<file path="src/rtl/addsub_pipe.sv">
// rtl/addsub_pipe.sv - two-stage add/subtract pipeline with 33-bit result and valid/ready handshake
module addsub_pipe #(
   parameter int WIDTH = 32
) (
   input  logic             clk,
   input  logic             reset_n,
   input  logic             in_valid,
   output logic             in_ready,
   input  logic [1:0]       in_op,
   input  logic [WIDTH-1:0] in_a,
   input  logic [WIDTH-1:0] in_b,
   output logic             out_valid,
   input  logic             out_ready,
   output logic [WIDTH-1:0] out_a,
   output logic [WIDTH-1:0] out_b,
   output logic [WIDTH:0]   out_diff,
   output logic [1:0]       out_op,
   output logic             out_ovf,
   output logic             out_zero,
   output logic             out_err,
   output logic [15:0]      op_count
);

   localparam logic [1:0] OP_ADD = 2'b00;
   localparam logic [1:0] OP_RSV = 2'b11;

   logic             s1_valid_q, s1_valid_d;
   logic [1:0]       s1_op_q, s1_op_d;
   logic [WIDTH-1:0] s1_a_q, s1_a_d;
   logic [WIDTH-1:0] s1_b_q, s1_b_d;

   logic             out_valid_q, out_valid_d;
   logic [WIDTH-1:0] out_a_q, out_a_d;
   logic [WIDTH-1:0] out_b_q, out_b_d;
   logic [WIDTH:0]   out_diff_q, out_diff_d;
   logic [1:0]       out_op_q, out_op_d;
   logic             out_ovf_q, out_ovf_d;
   logic             out_zero_q, out_zero_d;
   logic             out_err_q, out_err_d;
   logic [15:0]      op_count_q, op_count_d;

   logic             s2_fire, s1_adv, in_ready_c, accept;
   logic [WIDTH:0]   ext_a, ext_b, result;

   always_comb begin
      s2_fire    = out_valid_q & out_ready;
      s1_adv     = s1_valid_q & (~out_valid_q | out_ready);
      // Depends only on registered state and out_ready, never on in_valid.
      in_ready_c = ~s1_valid_q | ~out_valid_q | out_ready;
      accept     = in_valid & in_ready_c;

      s1_valid_d = accept | (s1_valid_q & ~s1_adv);
      s1_op_d    = s1_op_q;
      s1_a_d     = s1_a_q;
      s1_b_d     = s1_b_q;
      if (accept) begin
         s1_op_d = in_op;
         s1_a_d  = in_a;
         s1_b_d  = in_b;
      end

      // Sign-extending to WIDTH+1 bits makes the top bit the exact sign.
      ext_a  = {s1_a_q[WIDTH-1], s1_a_q};
      ext_b  = {s1_b_q[WIDTH-1], s1_b_q};
      result = (s1_op_q == OP_ADD) ? (ext_a + ext_b) : (ext_a - ext_b);

      out_valid_d = s1_adv | (out_valid_q & ~s2_fire);
      out_a_d     = out_a_q;
      out_b_d     = out_b_q;
      out_diff_d  = out_diff_q;
      out_op_d    = out_op_q;
      out_ovf_d   = out_ovf_q;
      out_zero_d  = out_zero_q;
      out_err_d   = out_err_q;
      if (s1_adv) begin
         out_a_d    = s1_a_q;
         out_b_d    = s1_b_q;
         out_diff_d = result;
         out_op_d   = s1_op_q;
         out_ovf_d  = result[WIDTH] ^ result[WIDTH-1];
         out_zero_d = (result[WIDTH-1:0] == '0);
         out_err_d  = (s1_op_q == OP_RSV);
      end

      op_count_d = op_count_q;
      if (s2_fire && (op_count_q != 16'hFFFF)) begin
         op_count_d = op_count_q + 16'd1;
      end
   end

   always_ff @(posedge clk or negedge reset_n) begin
      if (!reset_n) begin
         s1_valid_q  <= 1'b0;
         s1_op_q     <= '0;
         s1_a_q      <= '0;
         s1_b_q      <= '0;
         out_valid_q <= 1'b0;
         out_a_q     <= '0;
         out_b_q     <= '0;
         out_diff_q  <= '0;
         out_op_q    <= '0;
         out_ovf_q   <= 1'b0;
         out_zero_q  <= 1'b0;
         out_err_q   <= 1'b0;
         op_count_q  <= '0;
      end else begin
         s1_valid_q  <= s1_valid_d;
         s1_op_q     <= s1_op_d;
         s1_a_q      <= s1_a_d;
         s1_b_q      <= s1_b_d;
         out_valid_q <= out_valid_d;
         out_a_q     <= out_a_d;
         out_b_q     <= out_b_d;
         out_diff_q  <= out_diff_d;
         out_op_q    <= out_op_d;
         out_ovf_q   <= out_ovf_d;
         out_zero_q  <= out_zero_d;
         out_err_q   <= out_err_d;
         op_count_q  <= op_count_d;
      end
   end

   assign in_ready  = in_ready_c;
   assign out_valid = out_valid_q;
   assign out_a     = out_a_q;
   assign out_b     = out_b_q;
   assign out_diff  = out_diff_q;
   assign out_op    = out_op_q;
   assign out_ovf   = out_ovf_q;
   assign out_zero  = out_zero_q;
   assign out_err   = out_err_q;
   assign op_count  = op_count_q;

endmodule

</file>
<file path="config.mk">
export PLATFORM = sky130hd
export DESIGN_NAME = addsub_pipe
export DESIGN_NICKNAME = d
export VERILOG_FILES = /design/src/rtl/addsub_pipe.sv
export SDC_FILE = /design/constraint.sdc
export NUM_CORES = 1
export LEC_CHECK = 0
export CAP_MARGIN = 25
export CORE_ASPECT_RATIO = 1.75
export CORE_UTILIZATION = 25
export CTS_CLUSTER_DIAMETER = 30
export DETAILED_ROUTE_END_ITERATION = 6
export GPL_ROUTABILITY_DRIVEN = 0
export PLACE_DENSITY = 0.5
export REMOVE_ABC_BUFFERS = 1
export SETUP_SLACK_MARGIN = 0.4
export SYNTH_ARGS = -nofsm -noshare
export SYNTH_HDL_FRONTEND = slang
export SYNTH_SLANG_ARGS = --single-unit
</file>
<file path="constraint.sdc">
create_clock -name clk -period 6.3 [get_ports clk]
set_clock_uncertainty 0.05 [all_clocks]
set_input_delay 1.26 -clock clk [delete_from_list [all_inputs] [get_ports clk]]
set_output_delay 1.26 -clock clk [all_outputs]
set_load 0.01 [all_outputs]
</file>
=== Word-level counts from Yosys, hierarchy flattened ===
Index checks and enable logic that the tools add are counted.

* Add/sub/neg operators: 3
* Equality and inequality tests: 2
* Mux-type cells: 1
* Bitwise operators: 15
* Reduce and logical (&&, ||, !) cells: 3

{| class="wikitable"
|+ Operators with widths
! cell !! count
|-
| $add A32 B32 Y33 || 1
|-
| $mux W33 || 1
|-
| $sub A32 B32 Y33 || 1
|-
| $logic_not A32 Y1 || 1
|-
| $add A16 B1 Y16 const B || 1
|-
| $ne A16 B16 Y1 const B || 1
|-
| $and A1 B1 Y1 || 5
|-
| $or A1 B1 Y1 || 5
|-
| $not A1 Y1 || 4
|-
| $eq A2 B2 Y1 const B || 1
|-
| $logic_not A2 Y1 || 1
|-
| $logic_and A1 B1 Y1 || 1
|-
| $xor A1 B1 Y1 || 1
|}

* Flip-flop bits (word level): 186
* Input port bits: 70
* Output and inout bits: 120
* Word-level logic and storage cells: 37

=== Longest topological paths before layout ===
Gate-level depths: netlist of the first run.

* Word-level depth: 6
* Mapped depth: 19
* Gate-level depth less buffers: 18

=== Worst setup path after synthesis of the first run ===
Ideal clock, no wire load.

* Path type: register -> register
* Start: register s1_b_q[2]
* End: register out_ovf_q, in the netlist out_ovf
* Library setup time: 69 ps
* Arrival time: 4414 ps
* Data required time: 6181 ps
* Path slack: 1768 ps
* Stages on the path, launching flop included: 17
* Buffers on the path: 0
* Period minus slack after synthesis: 4532 ps
* Path through: dfrtp_1 or4_1 or4_1 or4b_1 nand2_1 xnor2_1 ha_1 nand2_2 o311a_1 or3_1 a211o_1 a21oi_2 nand2_1 a32oi_1 xnor2_1 or3_1 nand3_1

* Word-level cells in the longest chain between the ends: 3
* Elaborated cells between the ends (all ways): 4
* Those cells by class: 2 x add/sub; 1 x mux; 1 x bitwise

{| class="wikitable"
|+ Ends and longest elaborated chain
! element !! line !! RTL
|-
| start, declared || 30 || <nowiki>logic [WIDTH-1:0] s1_b_q, s1_b_d;</nowiki>
|-
| start signal, assigned || 96 || <nowiki>s1_b_q <= '0;</nowiki>
|-
| start signal, assigned || 110 || <nowiki>s1_b_q <= s1_b_d;</nowiki>
|-
| $sub A32 B32 Y33 / $add A32 B32 Y33 (equally long branches) || 65 || <nowiki>result = (s1_op_q == OP_ADD) ? (ext_a + ext_b) : (ext_a - ext_b);</nowiki>
|-
| $mux W33 (*) || 65 ||
|-
| $xor A1 B1 Y1 (*) || 80 || <nowiki>out_ovf_d = result[WIDTH] ^ result[WIDTH-1];</nowiki>
|-
| end signal, assigned || 116 || <nowiki>out_ovf_q <= out_ovf_d;</nowiki>
|-
| end, declared || 37 || <nowiki>logic out_ovf_q, out_ovf_d;</nowiki>
|}

Every way passes the cells marked *; elsewhere a longest branch is shown, timed or not.
A chain may end at the register's enable or synchronous reset.

=== Worst setup path in the final report of the first run ===
* Start: register s1_b_q[2]
* End: register out_zero_q, in the netlist out_zero

* Word-level cells in the longest chain between the ends: 3
* Elaborated cells between the ends (all ways): 4
* Those cells by class: 2 x add/sub; 1 x mux; 1 x reduce/logical

{| class="wikitable"
|+ Ends and longest elaborated chain
! element !! line !! RTL
|-
| $sub A32 B32 Y33 / $add A32 B32 Y33 (equally long branches) || 65 ||
|-
| $mux W33 (*) || 65 ||
|-
| $logic_not A32 Y1 (*) || 81 || <nowiki>out_zero_d = (result[WIDTH-1:0] == '0);</nowiki>
|-
| end signal, assigned || 117 || <nowiki>out_zero_q <= out_zero_d;</nowiki>
|-
| end, declared || 38 || <nowiki>logic out_zero_q, out_zero_d;</nowiki>
|}

Marked as above.

==> results by stage, run 1 <==
Power and ir drop:
- The highest ir drop seen on vdd is 241.6 uV.
- The power density relative to cell area is 387.5 nW/um^2.
- Power comes to 4863 uW.
- The leakage power total is 0.005462 uW.

Placed design:
- Including well taps, the total number of placed cells is 1610.
- The placement-stage cell area is 11970 sq um.
- The count of buffers from port buffering is 189.
- The estimated wirelength of the detail-placed design is 22300 um.

Timing:
- Setup violations remaining at the end of the flow were counted as 0.
- The final number of hold-violating endpoints is 0.
- For the finished layout, the period the worst path requires is 5.124 ns.
- Timing would allow up to 195.1 MHz.
- The setup TNS after final layout is 0 ns.
- In this run the tightest slew margin relative to its limit is 0.3860.
- Of the available clock period, the critical path in the final layout requires 0.8134.
- Setup repair after global routing left no endpoint under its margin.
- The actual slew at the worst max-slew pin is 0.9210 ns.
- The number of max-slew violations in the final report is 0.

Die:
- The y dimension of the die is 260.6 um.
- The chip width is 149.8 um.
- After floorplanning, the core was sized to cover 37640 sq um.
- For this configuration, the core starts out at a cell density of 0.2538.
- For this design the top-level I/O count stands at 190.
- After floorplanning, the core was divided into 94 placement rows.
- The die covers 39020 sq um.

Final layout:
- The share of layout cells above drive strength 1 is 0.1083.
- Compared with the post-synthesis result, the final layout area differs by 31.37%.
- Excluding fillers, the count of instances in the completed layout stands at 1643.
- For this run, the share of the core covered by cells in the final layout is 0.3334.
- In the final design database the tool counted 1262 nets.
- The total inserted antenna cells is 0.
- After routing the design area is 12550 sq um.

Synthesis:
- The commonest cells after synthesis are sky130_fd_sc_hd__nand2_1, sky130_fd_sc_hd__dfrtp_1, sky130_fd_sc_hd__mux2_2, sky130_fd_sc_hd__nor2_1, sky130_fd_sc_hd__a21oi_1.
- Synthesis inferred 186 register bits.
- The number of synthesized flops with an enable pin is 0.
- After synthesis, the cell types taking the most area are sky130_fd_sc_hd__dfrtp_1, sky130_fd_sc_hd__nand2_1, sky130_fd_sc_hd__mux2_2, sky130_fd_sc_hd__ha_1, sky130_fd_sc_hd__xnor2_1.
- The number of standard cells after synthesis is 973.
- The most instantiated flip-flop cell in the synthesis netlist is sky130_fd_sc_hd__dfrtp_1.
- Yosys instantiated no cell more often than sky130_fd_sc_hd__nand2_1.
- The fraction of post-synthesis cell area in the top cell type by area is 0.4873.
- The Yosys step of the flow raised 0 warnings.
- The portion of the post-synthesis area used by sequential elements is 0.4873.
- The count of cell types in the netlist is 60.
- The area of the mapped netlist is 9552 sq um.
- The mean instance size in the synthesized netlist is 9.817 sq um.
- In the synthesized netlist the async set-or-reset flop fraction comes to 1.000.
- The top cell type by total area after synthesis is sky130_fd_sc_hd__dfrtp_1.

Worst hold path:
- Along the worst hold path, the cell count comes to 2.
- The end point of the worst hold path is out_b[31].
- The tightest min-delay check is of the flip-flop to flip-flop type.
- The source of the worst hold timing path is out_b[31].

Detailed routing:
- The count of antenna-violating nets left after detailed routing is 0.
- The number of iterations in the first detailed-routing pass is 4.
- The iteration-0 DRC count of the detailed router is 236.
- Summed over all layers, the routed wires come to 28990 um.
- In the routed layout, each cell is associated on average with a via count of 4.573.
- After detailed routing, the number of remaining DRC violations is 0.
- For this block, the via count after detailed routing is 7513.
- In the final routed layout, each cell accounts on average for 17.65 um.

GRT:
- The initial antenna violation count is 0.
- The largest net degree at the start of global routing is 102.
- For this run, global-route usage on met2 was measured as 0.3085.
- The number of global-route vias before repair is 7792.
- For met3 alone, demand over resource in global routing was 0.02360.
- The total overflow left after global routing is 0.
- The wire length of the first global-routing pass is 44590 um.
- The most utilized layer in the global route result is met2.
- The met1 capacity usage during global routing is 0.1509.
- The overall track demand over capacity in global routing is 0.1541.

Clock tree:
- Clock tree synthesis selected as its root buffer the cell sky130_fd_sc_hd__clkbuf_16.
- Buffers inserted during clock tree synthesis total 17.
- The count of buffers added by post-CTS timing repair for setup is 0.
- The clock net in this run drives a total of 186 sinks.
- Post-CTS repair changed the size of 0 cells.
- The clock latency at the later pin of the worst-skew pair is 0.46 ns.
- The TritonCTS clock tree is done.
- After clock tree synthesis, the flow added hold-fix buffers numbering 0.
- The H-tree was split into 4 levels.
- The clock-pin slew on the worst setup and hold paths is 0.07 ns.
- Counting along the longest clock path gives a buffer depth of 2.

Setup path:
- The number of cells on the worst reg-to-reg path is 16.
- The endpoint identified for the worst register-to-register timing path is out_zero.
- The setup check on the worst reg-to-reg path leaves a slack of 1.18 ns.
- The maximum net fanout on the critical path is 8.
- The worst endpoint data arrival time is 5.44 ns.
- The launching element type of the critical path is a flip-flop.
- The critical register-to-register path startpoint is s1_b_q[2].
- The startpoint-to-endpoint class of the critical path is flip-flop to flip-flop.
- The kind of end point of the critical path is a flip-flop.
- Data on the critical path is required at its endpoint by 6.62 ns.

Run status:
- The flow ran to the end, and the final reports show no timing, DRC or antenna violations.

Flow run:
- The number of max-cap violations is 0.
-- worst max-delay path: stages (launching register included) --
cell	delay [ns]
sky130_fd_sc_hd__dfrtp_1	0.44
sky130_fd_sc_hd__or4_1	0.54
sky130_fd_sc_hd__or4_1	0.53
sky130_fd_sc_hd__or4b_1	0.57
sky130_fd_sc_hd__nand2_1	0.10
sky130_fd_sc_hd__xnor2_1	0.07
sky130_fd_sc_hd__ha_1	0.42
sky130_fd_sc_hd__and3_2	0.26
sky130_fd_sc_hd__nand3_1	0.08
sky130_fd_sc_hd__o221ai_1	0.27
sky130_fd_sc_hd__a21oi_1	0.17
sky130_fd_sc_hd__a21oi_1	0.37
sky130_fd_sc_hd__xnor2_1	0.20
sky130_fd_sc_hd__or4bb_1	0.43
sky130_fd_sc_hd__nor4_1	0.24
sky130_fd_sc_hd__nand4_1	0.14
sky130_fd_sc_hd__o21ai_1	0.15
-- cell type report --
type	instances	area (sq um)
clock inverters	14	120.1
well taps	480	600.6
flip-flops and latches	186	4654
clock buffers	18	429.2
inverters	9	33.78
repair buffers	195	1998
fillers	3934	25090
multi-input cells	741	4712
-- per-stage QoR --
step	hold WS, ns	setup slack, ns
after detailed placement	0.4116	1.219
final	0.4232	1.176
after floorplan	0.4118	1.757
after global placement	0.4062	1.391
after CTS	0.4286	1.168
after global routing	0.4353	0.8021
-- power by group --
part / switching (uW) / internal, uW / total [uW]
Sequential: 251 / 1480 / 1730
Clock: 487 / 546 / 1030
Combinational: 1090 / 1010 / 2100
-- kinds of logic after synthesis --
kind of cell | Yosys count | share of synthesized area
flip-flops | 186 | 0.4873
XOR/XNOR | 73 | 0.06694
AND/OR/NAND/NOR | 402 | 0.1844
adder cells (fa/ha/maj) | 42 | 0.05580
multiplexers | 76 | 0.08947
buffers and inverters | 46 | 0.02083
AO/OA/AOI/OAI | 148 | 0.09523
-- routing by layer --
metal  share of wire  vias up
li1                -     3684
met1            0.36     3669
met2            0.59      128
met3           0.025       32
met4           0.029        0
met5               0        -
-- flip-flops by register name, indices dropped and copies added, names as in the netlist --
| name | flops |
|---|---|
| out_ovf | 1 |
| op_count | 16 |
| out_valid | 1 |
| out_b | 32 |
| out_err | 1 |
| out_a | 32 |
| out_op | 2 |
| out_diff | 33 |
| s1_valid_q | 1 |
| s1_op_q | 2 |
| s1_b_q | 32 |
| s1_a_q | 32 |
| out_zero | 1 |
-- cells in the final DEF (no fill, tap or decap), drive strengths merged, types with 3 or more instances in the layout --
| master | count |
|---|---|
| dfrtp | 186 |
| xnor2 | 38 |
| nand3 | 16 |
| a211oi | 4 |
| or4 | 5 |
| nand2 | 272 |
| a21boi | 3 |
| and3 | 6 |
| o21bai | 5 |
| o21ai | 44 |
| a31oi | 6 |
| a21oi | 46 |
| mux2 | 75 |
| a21o | 9 |
| clkbuf | 19 |
| nand2b | 8 |
| or3 | 5 |
| ha | 41 |
| clkinvlp | 3 |
| xor2 | 35 |
| nand4 | 9 |
| o31ai | 8 |
| inv | 13 |
| and2 | 4 |
| nor3 | 9 |
| buf | 6 |
| o21a | 6 |
| and4 | 5 |
| clkinv | 6 |
| nor2 | 45 |
| nor4 | 4 |
| clkdlybuf4s50 | 188 |
| o211ai | 5 |
-- how the worst max path moves through the flow --
stage                   start       end  slack (ns)
floorplan           s1_b_q[2]   out_ovf        1.76
global placement    s1_b_q[2]  out_zero        1.39
detailed placement  s1_b_q[2]  out_zero        1.22
CTS                 s1_b_q[2]  out_zero        1.17
global route        s1_b_q[2]  out_zero        0.80
finish              s1_b_q[2]  out_zero        1.18
(Power assumes the default switching activity.)
==> run 2: changes to the inputs <==
==> constraint.sdc (replaced) <==
create_clock -name clk -period 5.06 [get_ports clk]
set_clock_uncertainty 0.05 [all_clocks]
set_input_delay 1.012 -clock clk [delete_from_list [all_inputs] [get_ports clk]]
set_output_delay 1.012 -clock clk [all_outputs]
set_load 0.01 [all_outputs]
==> run 2 against run 1 <==
Against the previous run: final area increased by 2.7%; global-route usage is 0.19 points higher; first-iteration DRC count grew 9.7%; clock power rose by 36%; clock-buffer cell count unchanged; final cell count increased by 0.97%; fmax grew 11%; flip-flop and latch count unchanged; sequential power is 24% higher; largest power group unchanged; power grew 31%; critical path type unchanged.
==> results by stage, run 2 (synthesis results as in run 1) <==
GRT:
- The overall track demand over capacity in global routing came to 0.1560 (was 0.1541).
- The met3 track demand over resource was 0.02815 (was 0.02360).
- The overflow left after global routing is 0 (unchanged).
- The met2 layer usage reported by global route came to 0.3035 (was 0.3085).
- The number of global-route vias before repair is 7857 (was 7792).
- The wire length of the first global-routing pass is 45010 um (was 44590 um).
- The initial antenna violation count came to 0 (unchanged).
- The largest net degree at the start of global routing was 104 (was 102).
- The met1 capacity usage during global routing came to 0.1542 (was 0.1509).
- The most utilized layer in the global route result was met2 (unchanged).

Placed design:
- The placement-stage cell area is 12000 sq um (was 11970 sq um).
- The post-placement setup slack was 0.05303 ns (was 1.219 ns).
- The count of buffers from port buffering is 189 (unchanged).
- The estimated wirelength of the detail-placed design is 22380 um (was 22300 um).

Detailed routing:
- The number of remaining DRC errors is 0 (unchanged).
- The iteration-0 DRC count of the detailed router is 259 (was 236).
- The count of antenna-violating nets left after detailed routing is 0 (unchanged).
- The detailed-route via count was 7638 (was 7513).
- The routed wire length is 29570 um (was 28990 um).
- The number of iterations in the first detailed-routing pass was 4 (unchanged).
- The routed wirelength normalized by instance count came to 17.82 um (was 17.65 um).
- The average vias per placed instance is 4.604 (was 4.573).

Power and ir drop:
- The total internal power is 3993 uW (was 3031 uW).
- The combinational fraction of design power was 0.443 (was 0.432).
- The switching power is 2382 uW (was 1831 uW).
- The leakage power total is 0.005591 uW (was 0.005462 uW).
- The switching share of power came to 0.3737 (was 0.3766).
- The highest ir drop seen on vdd is 292.1 uV (was 241.6 uV).
- The share of power burned in registers was 0.338 (was 0.355).
- The power density relative to cell area came to 494.6 nW/um^2 (was 387.5 nW/um^2).
- The clock share of power is 0.220 (was 0.212).

Clock tree:
- The clock-pin slew on the worst setup and hold paths is 0.07 ns (about the same).
- The clock latency at the later pin of the worst-skew pair is 0.45 ns (was 0.46 ns).
- The clock tree root buffer cell was sky130_fd_sc_hd__clkbuf_16 (unchanged).
- The TritonCTS clock tree is done (unchanged).
- The maximum clock insertion buffer count is 2 (unchanged).
- The number of H-tree levels is 4 (unchanged).
- The CTS sink count came to 186 (unchanged).
- The number of buffers added by the clock tree synthesis step is 17 (unchanged).
- The hold buffer count at CTS is 0 (unchanged).

Timing:
- The minimum hold slack is 0.4208 ns (was 0.4232 ns).
- The final number of hold-violating endpoints is 0 (unchanged).
- The total setup violations reported at the end of the flow is 0 (unchanged).
- Unrepaired setup endpoints after global routing: yes (was no).
- The share of the cycle needed by the critical path after routing is 0.9158 (was 0.8134).
- The actual slew at the worst max-slew pin is 0.8949 ns (was 0.9210 ns).
- The setup TNS after final layout is 0 ns (unchanged).
- The post-route worst setup slack is 0.4259 ns (was 1.176 ns).
- The number of max-slew violations in the final report came to 0 (unchanged).
- The highest achievable clock rate came to 215.8 MHz (was 195.1 MHz).
- The minimum clock period came to 4.634 ns (was 5.124 ns).
- The relative max-transition margin came to 0.4034 (was 0.3860).

Setup path:
- The worst endpoint data arrival time came to 4.97 ns (was 5.44 ns).
- The startpoint-to-endpoint class of the critical path was flip-flop to flip-flop (unchanged).
- The launching element type of the critical path is a flip-flop (unchanged).
- Cell chain of the critical path: or4_4 -> or4_4 -> or4b_4 -> nand2_2 -> xnor2_2 -> ha_4 -> nand2_2 -> o311a_1 -> or3_4 -> a211o_1 -> a21oi_2 -> nand2_1 -> a32oi_2 -> xnor2_2 -> or3_1 -> nand3_1 (was or4_1 -> or4_1 -> or4b_1 -> nand2_1 -> xnor2_1 -> ha_1 -> and3_2 -> nand3_1 -> o221ai_1 -> a21oi_1 -> a21oi_1 -> xnor2_1 -> or4bb_1 -> nor4_1 -> nand4_1 -> o21ai_1).
- The delay contributed by the slowest stage of the critical path is 0.58 ns (was 0.57 ns).
- The number of cells on the worst reg-to-reg path is 16 (unchanged).
- The critical path required time is 5.39 ns (was 6.62 ns).
- The family of cells with the greatest summed delay on the critical path is simple AND/OR/NAND/NOR gates (unchanged).
- The critical register-to-register path startpoint was s1_b_q[2] (unchanged).
- The maximum net fanout on the critical path was 5 (was 8).
- The register-to-register path setup slack is 0.43 ns (was 1.18 ns).
- The kind of end point of the critical path is a flip-flop (unchanged).
- The master of the slowest instance on the critical path is sky130_fd_sc_hd__or4b_4 (was sky130_fd_sc_hd__or4b_1).
- The worst reg2reg path endpoint is out_ovf (was out_zero).
- The sum of buffers and inverters on the critical path is 0 (unchanged).

Die:
- The chip width came to 149.8 um (unchanged).
- The area enclosed by the die boundary came to 39020 sq um (unchanged).
- The y dimension of the die is 260.6 um (unchanged).
- The placeable core region is 37640 sq um (unchanged).
- The effective utilization at floorplan is 0.2538 (unchanged).
- The number of rows in the core area is 94 (unchanged).
- The number of top-level design ports is 190 (unchanged).

Final layout:
- The number of nets in the layout came to 1279 (was 1262).
- The total non-filler cell area in the finished layout is 12890 sq um (was 12550 sq um).
- The synthesis-to-finish area growth is 34.92% (was 31.37%).
- The number of flip-flops in the largest register came to 33 (unchanged).
- The total inserted antenna cells is 0 (unchanged).
- The share of layout cells above drive strength 1 is 0.1442 (was 0.1083).
- The most common library cell in the layout ignoring fill and taps is sky130_fd_sc_hd__nand2_1 (unchanged).
- Most frequent cells in the layout: sky130_fd_sc_hd__nand2_1, sky130_fd_sc_hd__clkdlybuf4s50_1, sky130_fd_sc_hd__dfrtp_1, sky130_fd_sc_hd__mux2_2, sky130_fd_sc_hd__nor2_1 (unchanged).

Worst hold path:
- The end point of the worst hold path was out_a[27] (was out_b[31]).
- The number of cells traversed by the worst hold path was 2 (unchanged).
- The source of the worst hold timing path is out_a[27] (was out_b[31]).
- The class of the tightest hold or removal check is flip-flop to flip-flop (unchanged).

Run status:
- Status: finished clean (unchanged).

Flow run:
- The number of max-cap violations is 0 (unchanged).
run 2: cell count changes in the layout (fill, tap and decap cells not counted), sizes merged:
cell / delta
buf: +17
bufinv: +2
clkinv: -2
clkinvlp: -2
inv: +1
run 2: tightest hold or removal path: cells and delay by family, from the launching register on:
family / cells / cell delay (ns)
DFF: 1 / 0.34
and+or+nand+nor: 2 / 0.10
run 2: metrics by stage:
step | utilization | cells | total power (uW)
CTS | 0.3392 | 1656 | 6411
floorplan | - | 936 | 3619
finish | 0.3424 | 1659 | 6374
global route | 0.3424 | 1659 | 6797
global placement | 0.3189 | 1614 | 4839
detailed placement | 0.3189 | 1614 | 4859
run 2: per-layer routing:
layer	part of all wire	routed length (um)
met2	0.57	16960
met1	0.36	10610
met4	0.042	1228
met5	0	0
met3	0.026	770
run 2: layout make-up:
cell class,count,area (sq um)
Fill cell,3905,24750
Sequential cell,186,4654
Inverter,9,33.78
Clock inverter,13,165.2
Clock buffer,18,429.2
Tap cell,480,600.6
Timing Repair Buffer,212,2118
Multi-Input combinational cell,741,4886
run 2: how the worst max path moves through the flow:
stage                         start       end  slack, ns  depth (start not counted)
final                     s1_b_q[2]   out_ovf       0.43                         16
after global routing      s1_b_q[2]   out_ovf       0.24                         16
after CTS                 s1_b_q[2]  out_zero       0.35                         16
after detailed placement  s1_b_q[2]  out_zero       0.05                         17
after global placement    s1_b_q[2]  out_zero       0.21                         17
after floorplan           s1_b_q[2]   out_ovf       0.52                         16
run 2: what timing repair did:
item                                    CTS  global route
gates resized for setup                  20            14
setup buffers                            11             2
endpoints found under the setup margin    8             7
pin swaps                                13            18
run 2: power groups by stage:
stage	clock, uW	combinational [uW]	sequential (uW)
floorplan	0	1400	2210
CTS	1450	2790	2170
global placement	0	2660	2180
global route	1510	3080	2210
detailed placement	0	2670	2190
finish	1400	2820	2150
==> run 3: changes to the inputs <==
--- a/config.mk
+++ b/config.mk
@@ -8,6 +8,7 @@
 export CAP_MARGIN = 25
 export CORE_ASPECT_RATIO = 1.75
 export CORE_UTILIZATION = 25
+export CTS_BUF_LIST = sky130_fd_sc_hd__clkbuf_4 sky130_fd_sc_hd__clkbuf_8
 export CTS_CLUSTER_DIAMETER = 30
 export DETAILED_ROUTE_END_ITERATION = 6
 export GPL_ROUTABILITY_DRIVEN = 0
==> run 3 against run 2 <==
Against the previous run: power decreased by 5.6%; flip-flop and latch count unchanged; combinational power about the same; utilization decreased by 0.59 points; fmax decreased by 0.45%; critical path depth unchanged; hold slack improved by 0.0058 ns; sequential power about the same; sequential share of layout area increased by 0.64 points; die area unchanged; critical endpoint unchanged; largest power group unchanged; highest routed layer unchanged.
==> results by stage, run 3 (synthesis results as in run 1) <==
Setup path:
- The register-to-register path setup slack came to 0.40 ns (was 0.43 ns).
- The startpoint-to-endpoint class of the critical path is flip-flop to flip-flop (unchanged).
- The kind of end point of the critical path is a flip-flop (unchanged).
- The number of cells on the worst reg-to-reg path came to 16 (unchanged).
- The critical register-to-register path startpoint is s1_b_q[2] (unchanged).
- The maximum net fanout on the critical path was 5 (unchanged).
- The launching element type of the critical path is a flip-flop (unchanged).
- The worst endpoint data arrival time is 5.04 ns (was 4.97 ns).
- The critical path required time was 5.45 ns (was 5.39 ns).
- The worst reg2reg path endpoint is out_ovf (unchanged).

GRT:
- The number of global-route vias before repair is 7818 (was 7857).
- The met3 track demand over resource was 0.02657 (was 0.02815).
- The most utilized layer in the global route result is met2 (unchanged).
- The wire length of the first global-routing pass came to 44770 um (was 45010 um).
- The initial antenna violation count is 0 (unchanged).
- The overall track demand over capacity in global routing is 0.1552 (was 0.1560).
- The overflow left after global routing is 0 (unchanged).
- The met1 capacity usage during global routing is 0.1531 (was 0.1542).
- The met2 layer usage reported by global route is 0.3054 (was 0.3035).
- The largest net degree at the start of global routing is 104 (unchanged).

Final layout:
- Most frequent cells in the layout: sky130_fd_sc_hd__nand2_1, sky130_fd_sc_hd__clkdlybuf4s50_1, sky130_fd_sc_hd__dfrtp_1, sky130_fd_sc_hd__mux2_2, sky130_fd_sc_hd__nor2_1 (unchanged).
- The most common library cell in the layout ignoring fill and taps is sky130_fd_sc_hd__nand2_1 (unchanged).
- The number of nets in the layout is 1278 (was 1279).
- The share of the core filled with cells is 0.3365 (was 0.3424).
- The synthesis-to-finish area growth is 32.59% (was 34.92%).
- The count of filler cells inserted in the layout is 3928 (was 3905).
- The total non-filler cell area in the finished layout came to 12660 sq um (was 12890 sq um).
- The number of flip-flops in the largest register was 33 (unchanged).
- The total inserted antenna cells is 0 (unchanged).
- The share of layout cells above drive strength 1 is 0.1418 (was 0.1442).
- The final standard cell count with taps included and fillers excluded was 1658 (was 1659).

Die:
- The effective utilization at floorplan is 0.2538 (unchanged).
- The number of top-level design ports is 190 (unchanged).
- The number of rows in the core area was 94 (unchanged).
- The y dimension of the die came to 260.6 um (unchanged).
- The placeable core region is 37640 sq um (unchanged).
- The chip width is 149.8 um (unchanged).
- The area enclosed by the die boundary is 39020 sq um (unchanged).

Detailed routing:
- The routed wirelength normalized by instance count is 17.81 um (was 17.82 um).
- The routed wire length is 29530 um (was 29570 um).
- The number of iterations in the first detailed-routing pass is 4 (unchanged).
- The iteration-0 DRC count of the detailed router is 287 (was 259).
- The average vias per placed instance is 4.598 (was 4.604).
- The number of remaining DRC errors came to 0 (unchanged).
- The count of antenna-violating nets left after detailed routing is 0 (unchanged).
- The detailed-route via count is 7623 (was 7638).

Timing:
- The setup TNS after final layout came to 0 ns (unchanged).
- The highest achievable clock rate is 214.8 MHz (was 215.8 MHz).
- The total setup violations reported at the end of the flow is 0 (unchanged).
- The final number of hold-violating endpoints is 0 (unchanged).
- The share of the cycle needed by the critical path after routing is 0.9200 (was 0.9158).
- The relative max-transition margin came to 0.4080 (was 0.4034).
- The minimum clock period was 4.655 ns (was 4.634 ns).
- The actual slew at the worst max-slew pin came to 0.8880 ns (was 0.8949 ns).
- Unrepaired setup endpoints after global routing: yes (unchanged).
- The number of max-slew violations in the final report is 0 (unchanged).

Power and ir drop:
- The highest ir drop seen on vdd is 187.8 uV (was 292.1 uV).
- The power density relative to cell area is 475.3 nW/um^2 (was 494.6 nW/um^2).
- The leakage power total is 0.005491 uW (was 0.005591 uW).

Clock tree:
- The clock latency at the later pin of the worst-skew pair is 0.50 ns (was 0.45 ns).
- The clock tree root buffer cell was sky130_fd_sc_hd__clkbuf_8 (was sky130_fd_sc_hd__clkbuf_16).
- The TritonCTS clock tree is done (unchanged).
- The number of H-tree levels was 4 (unchanged).
- The maximum clock insertion buffer count was 2 (unchanged).
- The clock-pin slew on the worst setup and hold paths is 0.10 ns (was 0.07 ns).
- The CTS sink count is 186 (unchanged).
- The number of buffers added by the clock tree synthesis step is 17 (unchanged).

Placed design:
- The count of placed standard cells including taps came to 1614 (unchanged).
- The estimated wirelength of the detail-placed design is 22380 um (unchanged).
- The count of buffers from port buffering is 189 (unchanged).
- The placement-stage cell area is 12000 sq um (unchanged).

Worst hold path:
- The end point of the worst hold path is out_a[27] (unchanged).
- The source of the worst hold timing path is out_a[27] (unchanged).
- The class of the tightest hold or removal check is flip-flop to flip-flop (unchanged).
- The number of cells traversed by the worst hold path is 2 (unchanged).

Run status:
- Status: finished clean (unchanged).

Flow run:
- The number of max-cap violations is 0 (unchanged).
run 3: cell count changes in the layout (fill, tap and decap cells not counted), sizes merged:
cell	delta
buf	-1
run 3: final cells by class:
type | count | area (sq um) | share of cell area
well taps | 480 | 600.6 | 0.04742
repair buffers | 211 | 2111 | 0.1667
inverters | 9 | 33.78 | 0.002667
multi-input cells | 741 | 4858 | 0.3836
clock buffers | 18 | 241.5 | 0.01907
flip-flops and latches | 186 | 4654 | 0.3675
clock inverters | 13 | 165.2 | 0.01304
run 3: worst max path at each step:
stage                    end  cells after the start  slack (ns)      start
floorplan            out_ovf                     16        0.52  s1_b_q[2]
global placement    out_zero                     17        0.21  s1_b_q[2]
detailed placement  out_zero                     17        0.05  s1_b_q[2]
CTS                 out_zero                     16        0.33  s1_b_q[2]
global route         out_ovf                     16        0.21  s1_b_q[2]
finish               out_ovf                     16        0.40  s1_b_q[2]
run 3: critical path, stage by stage, from the launching register on:
cell and delay (ns):
sky130_fd_sc_hd__dfrtp_1 0.39, sky130_fd_sc_hd__or4_4 0.53, sky130_fd_sc_hd__or4_4 0.44, sky130_fd_sc_hd__or4b_4 0.55, sky130_fd_sc_hd__nand2_1 0.10, sky130_fd_sc_hd__xnor2_1 0.07, sky130_fd_sc_hd__ha_2 0.37, sky130_fd_sc_hd__nand2_2 0.06
sky130_fd_sc_hd__o311a_1 0.36, sky130_fd_sc_hd__or3_4 0.39, sky130_fd_sc_hd__a211o_1 0.25, sky130_fd_sc_hd__a21oi_2 0.18, sky130_fd_sc_hd__nand2_1 0.09, sky130_fd_sc_hd__a32oi_2 0.19, sky130_fd_sc_hd__xnor2_1 0.13, sky130_fd_sc_hd__or3_1 0.35
sky130_fd_sc_hd__nand3_1 0.09
run 3: where the power goes:
| part | leakage [uW] | internal (uW) | total (uW) | switching [uW] |
|---|---|---|---|---|
| Combinational | 0.00303 | 1350 | 2800 | 1440 |
| Clock | 0.000208 | 497 | 1080 | 579 |
| Sequential | 0.00225 | 1840 | 2150 | 312 |
run 3: timing repair:
item,CTS,global route
endpoints found under the setup margin,8,7
hold buffers,0,0
buffers inserted,11,1
pin swaps,13,12
gates cloned,0,0
endpoints found under the hold margin,0,0
resized for setup,21,9
run 3: per-layer routing:
metal / wire length [um] / share of wire
met4: 1110 / 0.038
met3: 881 / 0.030
met2: 17010 / 0.58
met1: 10530 / 0.36
met5: 0 / 0
run 3: stage by stage:
| step | hold WS [ns] | total power (uW) | setup WS [ns] |
|---|---|---|---|
| finish | 0.4266 | 6019 | 0.4047 |
| global placement | 0.4040 | 4839 | 0.2097 |
| floorplan | 0.4118 | 3619 | 0.5166 |
| global route | 0.4545 | 6437 | 0.2091 |
| CTS | 0.4358 | 6089 | 0.3340 |
| detailed placement | 0.4121 | 4859 | 0.05303 |
